$ cat src/rtl/baud_rate_gen_if.sv
// Configuration bus for baud_rate_gen.
//   cfg_wr   : divisor write strobe (master -> slave)
//   div_int  : integer divisor, DIV_W bits
//   div_frac : fractional divisor, FRAC_W bits
//   cfg_busy : a written divisor is waiting to take effect (slave -> master)
//   cfg_ack  : one-cycle pulse on the edge the divisor takes effect
interface baud_rate_gen_if #(
  parameter int DIV_W  = 16,
  parameter int FRAC_W = 8
);
  logic              cfg_wr;
  logic [DIV_W-1:0]  div_int;
  logic [FRAC_W-1:0] div_frac;
  logic              cfg_busy;
  logic              cfg_ack;

  modport master (output cfg_wr, div_int, div_frac, input cfg_busy, cfg_ack);
  modport slave  (input cfg_wr, div_int, div_frac, output cfg_busy, cfg_ack);
endinterface

$ cat src/rtl/baud_rate_gen.sv
// Fractional baud-rate tick generator for a UART.
// An up-counter runs 0..T with T = act_int + carry; each wrap raises b_tick
// for one cycle. os_phase counts b_ticks modulo OVERSAMPLING; mid_tick and
// bit_tick mark the bit centre and bit boundary.
// Optional feature macro: BAUD_FRAC_EN builds the fractional accumulator
// (carry from frac_acc + act_frac); without it the period is act_int+1 and
// div_frac is ignored.
// Ports:
//   clk, rst  : clock and synchronous active-high reset
//   en        : count enable; while low, counters hold and ticks are 0
//   resync    : restart the bit phase (RX start-bit alignment)
//   cfg       : divisor write bus (baud_rate_gen_if.slave)
//   b_tick    : oversample tick
//   mid_tick  : bit-centre tick
//   bit_tick  : bit-boundary tick
//   os_phase  : oversample phase within the bit
module baud_rate_gen #(
  parameter int CLK_FREQ     = 100_000_000,
  parameter int BAUD_RATE    = 9600,
  parameter int OVERSAMPLING = 16,
  parameter int DIV_W        = 16,
  parameter int FRAC_W       = 8
) (
  input  logic                              clk,
  input  logic                              rst,
  input  logic                              en,
  input  logic                              resync,
  baud_rate_gen_if.slave                    cfg,
  output logic                              b_tick,
  output logic                              mid_tick,
  output logic                              bit_tick,
  output logic [$clog2(OVERSAMPLING)-1:0]   os_phase
);
  localparam int PH_W = $clog2(OVERSAMPLING);
  localparam longint unsigned DEN = 64'(BAUD_RATE) * 64'(OVERSAMPLING);
  localparam logic [DIV_W-1:0] RST_INT = DIV_W'(64'(CLK_FREQ) / DEN - 64'd1);
  localparam logic [PH_W-1:0] MID_PH = PH_W'(OVERSAMPLING / 2);

  logic [DIV_W:0]   cnt;
  logic [DIV_W:0]   term;
  logic [DIV_W-1:0] act_int;
  logic [DIV_W-1:0] shd_int;
  logic [PH_W-1:0]  next_phase;
  logic             carry;
  logic             wrap;
  logic             apply;

`ifdef BAUD_FRAC_EN
  localparam logic [FRAC_W-1:0] RST_FRAC =
    FRAC_W'((64'(CLK_FREQ) << FRAC_W) / DEN);

  logic [FRAC_W-1:0] frac_acc;
  logic [FRAC_W-1:0] act_frac;
  logic [FRAC_W-1:0] shd_frac;
  logic [FRAC_W-1:0] frac_sum;

  // Carry of the current period stretches it by one cycle.
  assign {carry, frac_sum} = {1'b0, frac_acc} + {1'b0, act_frac};
`else
  logic unused_div_frac;

  assign carry           = 1'b0;
  assign unused_div_frac = ^cfg.div_frac;
`endif

  assign term       = {1'b0, act_int} + {{DIV_W{1'b0}}, carry};
  assign wrap       = en && (cnt == term);
  assign next_phase = os_phase + 1'b1;
  // A write arriving on the apply edge overwrites the shadow and defers
  // the apply, so back-to-back writes still yield a single ack.
  assign apply      = cfg.cfg_busy && !cfg.cfg_wr && (wrap || !en);

  always_ff @(posedge clk) begin
    if (rst) begin
      cnt          <= '0;
      os_phase     <= '0;
      b_tick       <= 1'b0;
      mid_tick     <= 1'b0;
      bit_tick     <= 1'b0;
      cfg.cfg_busy <= 1'b0;
      cfg.cfg_ack  <= 1'b0;
      act_int      <= RST_INT;
      shd_int      <= RST_INT;
`ifdef BAUD_FRAC_EN
      frac_acc     <= '0;
      act_frac     <= RST_FRAC;
      shd_frac     <= RST_FRAC;
`endif
    end else begin
      b_tick      <= 1'b0;
      mid_tick    <= 1'b0;
      bit_tick    <= 1'b0;
      cfg.cfg_ack <= 1'b0;

      if (cfg.cfg_wr) begin
        shd_int  <= cfg.div_int;
`ifdef BAUD_FRAC_EN
        shd_frac <= cfg.div_frac;
`endif
      end

      if (resync) begin
        cnt      <= '0;
        os_phase <= '0;
`ifdef BAUD_FRAC_EN
        frac_acc <= '0;
`endif
        if (cfg.cfg_wr) begin
          act_int      <= cfg.div_int;
`ifdef BAUD_FRAC_EN
          act_frac     <= cfg.div_frac;
`endif
          cfg.cfg_ack  <= 1'b1;
          cfg.cfg_busy <= 1'b0;
        end else if (cfg.cfg_busy) begin
          act_int      <= shd_int;
`ifdef BAUD_FRAC_EN
          act_frac     <= shd_frac;
`endif
          cfg.cfg_ack  <= 1'b1;
          cfg.cfg_busy <= 1'b0;
        end
      end else begin
        if (wrap) begin
          cnt      <= '0;
          os_phase <= next_phase;
          b_tick   <= 1'b1;
          bit_tick <= (next_phase == '0);
          mid_tick <= (next_phase == MID_PH);
`ifdef BAUD_FRAC_EN
          frac_acc <= frac_sum;
`endif
        end else if (en) begin
          cnt <= cnt + 1'b1;
        end

        if (apply) begin
          act_int      <= shd_int;
`ifdef BAUD_FRAC_EN
          act_frac     <= shd_frac;
`endif
          cfg.cfg_ack  <= 1'b1;
          cfg.cfg_busy <= 1'b0;
        end else if (cfg.cfg_wr) begin
          cfg.cfg_busy <= 1'b1;
        end
      end
    end
  end
endmodule
$ cat src/flat_wrapper.sv
// flat-port wrapper written by rule: the top's interface ports become plain ports
module baud_rate_gen_flat 
#(
  parameter int CLK_FREQ     = 100_000_000,
  parameter int BAUD_RATE    = 9600,
  parameter int OVERSAMPLING = 16,
  parameter int DIV_W        = 16,
  parameter int FRAC_W       = 8
)
  (clk, rst, en, resync, b_tick, mid_tick, bit_tick, os_phase, cfg_cfg_wr, cfg_div_int, cfg_div_frac, cfg_cfg_busy, cfg_cfg_ack);
  baud_rate_gen_if #(.DIV_W(DIV_W), .FRAC_W(FRAC_W)) cfg_i ();
  input  logic clk;
  input  logic rst;
  input  logic en;
  input  logic resync;
  output logic b_tick;
  output logic mid_tick;
  output logic bit_tick;
  output logic [$clog2(OVERSAMPLING)-1:0] os_phase;
  input wire logic [$bits(cfg_i.cfg_wr)-1:0] cfg_cfg_wr;
  input wire logic [$bits(cfg_i.div_int)-1:0] cfg_div_int;
  input wire logic [$bits(cfg_i.div_frac)-1:0] cfg_div_frac;
  output wire logic [$bits(cfg_i.cfg_busy)-1:0] cfg_cfg_busy;
  output wire logic [$bits(cfg_i.cfg_ack)-1:0] cfg_cfg_ack;
  assign cfg_i.cfg_wr = cfg_cfg_wr;
  assign cfg_i.div_int = cfg_div_int;
  assign cfg_i.div_frac = cfg_div_frac;
  assign cfg_cfg_busy = cfg_i.cfg_busy;
  assign cfg_cfg_ack = cfg_i.cfg_ack;
  baud_rate_gen #(.CLK_FREQ(CLK_FREQ), .BAUD_RATE(BAUD_RATE), .OVERSAMPLING(OVERSAMPLING), .DIV_W(DIV_W), .FRAC_W(FRAC_W)) u_core (.clk(clk), .rst(rst), .en(en), .resync(resync), .cfg(cfg_i), .b_tick(b_tick), .mid_tick(mid_tick), .bit_tick(bit_tick), .os_phase(os_phase));
endmodule
$ cat config.mk
export PLATFORM = sky130hd
export DESIGN_NAME = baud_rate_gen_flat
export DESIGN_NICKNAME = d
export VERILOG_FILES = /design/src/rtl/baud_rate_gen_if.sv /design/src/rtl/baud_rate_gen.sv /design/src/flat_wrapper.sv
export SDC_FILE = /design/constraint.sdc
export NUM_CORES = 1
export LEC_CHECK = 0
export BUFFER_PORTS_ARGS = -buffer_cell sky130_fd_sc_hd__buf_4
export CAP_MARGIN = 30
export CORE_AREA = 2 2 97 99
export CTS_CLUSTER_DIAMETER = 40
export DETAILED_ROUTE_END_ITERATION = 10
export DIE_AREA = 0 0 99 101
export GPL_ROUTABILITY_DRIVEN = 0
export SETUP_SLACK_MARGIN = 0.1
export SYNTH_ARGS = -nofsm -noshare
export SYNTH_HDL_FRONTEND = slang
export SYNTH_SLANG_ARGS = --single-unit
$ cat constraint.sdc
create_clock -name clk -period 1.8 [get_ports clk]
set_input_delay 0.09 -clock clk [delete_from_list [all_inputs] [get_ports clk]]
set_output_delay 0.09 -clock clk [all_outputs]
set_load 0.01 [all_outputs]
==> run metrics <==
vias in the first global route 2321; failing checks setup timing; Register-to-Register Path Depth 6; top-count cell post-synth dfxtp_1; Post-synth EDFFs 0; die outline height 101 um; critical path fanouts, max 15; RSZ-0062 raised after global routing true; Port Buf Inserts 29; Pre-antenna DRT Iters 7; IO Count 38; CTS Sinks 58; WP data arrival 2.09 ns; critical path's slowest cell dfxtp_1; dominant cell type by area after synthesis dfxtp_1; top cells by area, synth dfxtp_1 (41%), mux2i_1 (6.3%), nor2_1 (5.4%); number of max-cap violations 0; WL final 6180 um; Worst Skew 0.00839 ns; clock slew at reported path FFs 0.07 ns; Slew HR 0.634; Finished Layout Cells 501; Min Clock Period, post-route 1.86 ns; Pleak 1.60 nW; cell family with most CP delay simple AND/OR/NAND/NOR gates; Worst-Margin Slew 0.546 ns; Crit Path Category register to register; Bufs on Longest Clock Path 2; Placement Rows 35; CP required 2.03 ns; Pint 2.19 mW; Setup crit end kind register; Post-Synthesis Net Count 347; HP Class primary input to register; crit path buf inv count 1; Post-Place Cells 467; Final Cycle Share 1.03; overflow left after global routing 0; hpwl dp 4220 um; fin. max-slew vios 0; Seq pwr share 0.464; flip-flop and latch count after synthesis 58; worst setup margin -0.0593 ns; initial core utilization 0.318; placed cell area 3390 sq um; share of cells above drive strength 1 0.303; synthesis-to-finish area growth 35.8%; share of the synthesized area in the top cell type 0.407; die area 10000 sq um; total CTS buffers 9; register area share after synthesis 0.407; number of antenna diodes 0; total chip power 2.89 mW; Synth cell types 47; switching share of power 0.242; worst-skew pair later-pin latency 0.34 ns; ys flop type dfxtp_1; Post-DRT Antenna Nets 0; first-pass GRT wire length 10700 um; Clock Root Buffer clkbuf_8; GRT Util Overall 0.135; sw power 0.700 mW; die width 99 um; CP startpoint kind register; CP Cell Sequence xor2_2 > nor3_2 > and4_4 > o311ai_4 > buf_12 > mux2_4; number of synthesis warnings 0; critical path depth in cells 6; fmax 0.538 GHz; fraction of registers with async set or reset after synthesis 0; VDD IR max 0.000478 V; DRC 0; PD cells 746 nW/um^2; total number of vias 2399; # nets final 416; final setup violation count 16; final hold viol count 0; # H-tree levels 3; core box area 8980 sq um; WL per Instance 12.3 um; clock power share 0.429; Comb power frac 0.107; via/cell ratio 4.79; Synth top cells by count dfxtp_1 (58), nor2_1 (41), nand2_1 (26), mux2i_1 (18), nand3_1 (18); initial antenna violation count 0; initial DRC count 58; Hold Path Depth 3; syn_area_per_cell 9.04 sq um; status complete, but fails checks; CP max stage delay 0.34 ns; mapped cell area 2860 sq um; largest net degree at the start of global routing 54; post-synthesis cell count 316; CTS tree yes; cell area after layout 3880 sq um
-- flip-flops by register name, indices dropped and copies added (netlist names) --
signal and flops:
u_core.cfg.cfg_busy 1, u_core.cfg.cfg_ack 1, u_core.act_int 16, u_core.os_phase 4, u_core.mid_tick 1, u_core.b_tick 1, u_core.bit_tick 1, u_core.cnt 17
u_core.shd_int 16
-- through the flow --
step                setup WS (ns)  TNS, ns   util  hold WS [ns]
floorplan                 -0.0408   -0.204      -         0.212
global placement          -0.0760    -1.85  0.378         0.305
detailed placement         -0.137    -3.53  0.378         0.309
CTS                        -0.134    -3.10  0.429      0.000272
global route               -0.129    -3.55  0.432        0.0280
finish                    -0.0593   -0.568  0.432        0.0167
-- power groups by stage --
| stage | Clock [mW] | Combinational, mW | Sequential (mW) |
|---|---|---|---|
| after global placement | 0 | 0.268 | 1.37 |
| after floorplan | 0 | 0.177 | 1.37 |
| final | 1.24 | 0.309 | 1.34 |
| after detailed placement | 0 | 0.273 | 1.37 |
| after global routing | 1.34 | 0.340 | 1.35 |
| after CTS | 1.28 | 0.308 | 1.34 |
-- cells by family (layout without fill, tap and decap cells) --
family,Yosys count,in the layout,synth area share
AND/OR/NAND/NOR,133,133,0.235
flip-flops,58,58,0.407
AO/OA/AOI/OAI,38,38,0.105
multiplexers,30,30,0.117
XOR/XNOR,28,28,0.0859
buffers and inverters,27,101,0.0412
adder cells (fa/ha/maj),2,2,0.00876
-- worst register-to-register path, stage by stage (launching register included) --
cell and delay [ns]:
dfxtp_1 0.34, xor2_2 0.19, nor3_2 0.32, and4_4 0.29, o311ai_4 0.11, buf_12 0.19, mux2_4 0.30
-- metal layers --
| layer | wire (um) | up-vias | global-route usage |
|---|---|---|---|
| li1 | - | 1229 | - |
| met5 | 0 | - | 0 |
| met4 | 84 | 0 | 0.0537 |
| met3 | 188 | 8 | 0.0423 |
| met1 | 3030 | 1129 | 0.165 |
| met2 | 2880 | 33 | 0.221 |
-- final cells by class --
cell class	count	area, sq um
fill	874	5100
multi-input combinational	231	1670
sequential	58	1180
timing repair buffer	77	658
clock buffer	12	155
tap	111	139
clock inverter	4	50.0
inverter	8	30.0
-- repair_timing --
| action | in CTS | in global routing |
|---|---|---|
| hold buffers | 16 | 0 |
| pin swaps | 7 | 5 |
| hold endpoints to repair | 16 | 0 |
| gates resized for setup | 15 | 7 |
| endpoints found under the setup margin | 39 | 42 |
| setup buffers | 2 | 0 |
-- path summary, 6_finish.rpt --
path                                                       from                               end  slack, ns
worst min-delay path                                 cfg_cfg_wr  u_core.cfg.cfg_busy$_SDFFE_PP0P_       0.02
worst min register to register  u_core.shd_int[13]$_SDFFE_PP0P_   u_core.shd_int[13]$_SDFFE_PP0P_       0.50
worst max-delay path            u_core.act_int[10]$_SDFFE_PP0P_   u_core.act_int[12]$_SDFFE_PP0P_      -0.06
worst max register to register  u_core.act_int[10]$_SDFFE_PP0P_   u_core.act_int[12]$_SDFFE_PP0P_      -0.06
-- placed cells by master (no fill, tap or decap), types with 10 or more instances in the layout --
cell / Yosys / layout
buf_4: 0 / 55
dfxtp_1: 58 / 47
nor2_1: 41 / 40
nand2_1: 26 / 26
mux2i_1: 18 / 18
nor2b_1: 17 / 17
nand3_1: 18 / 17
a21oi_1: 17 / 17
dlygate4sd3_1: 0 / 16
xor2_1: 14 / 13
xnor2_1: 14 / 13
clkbuf_8: 0 / 11
dfxtp_2: 0 / 10
No activity file was read; power rests on OpenSTA's default activity.
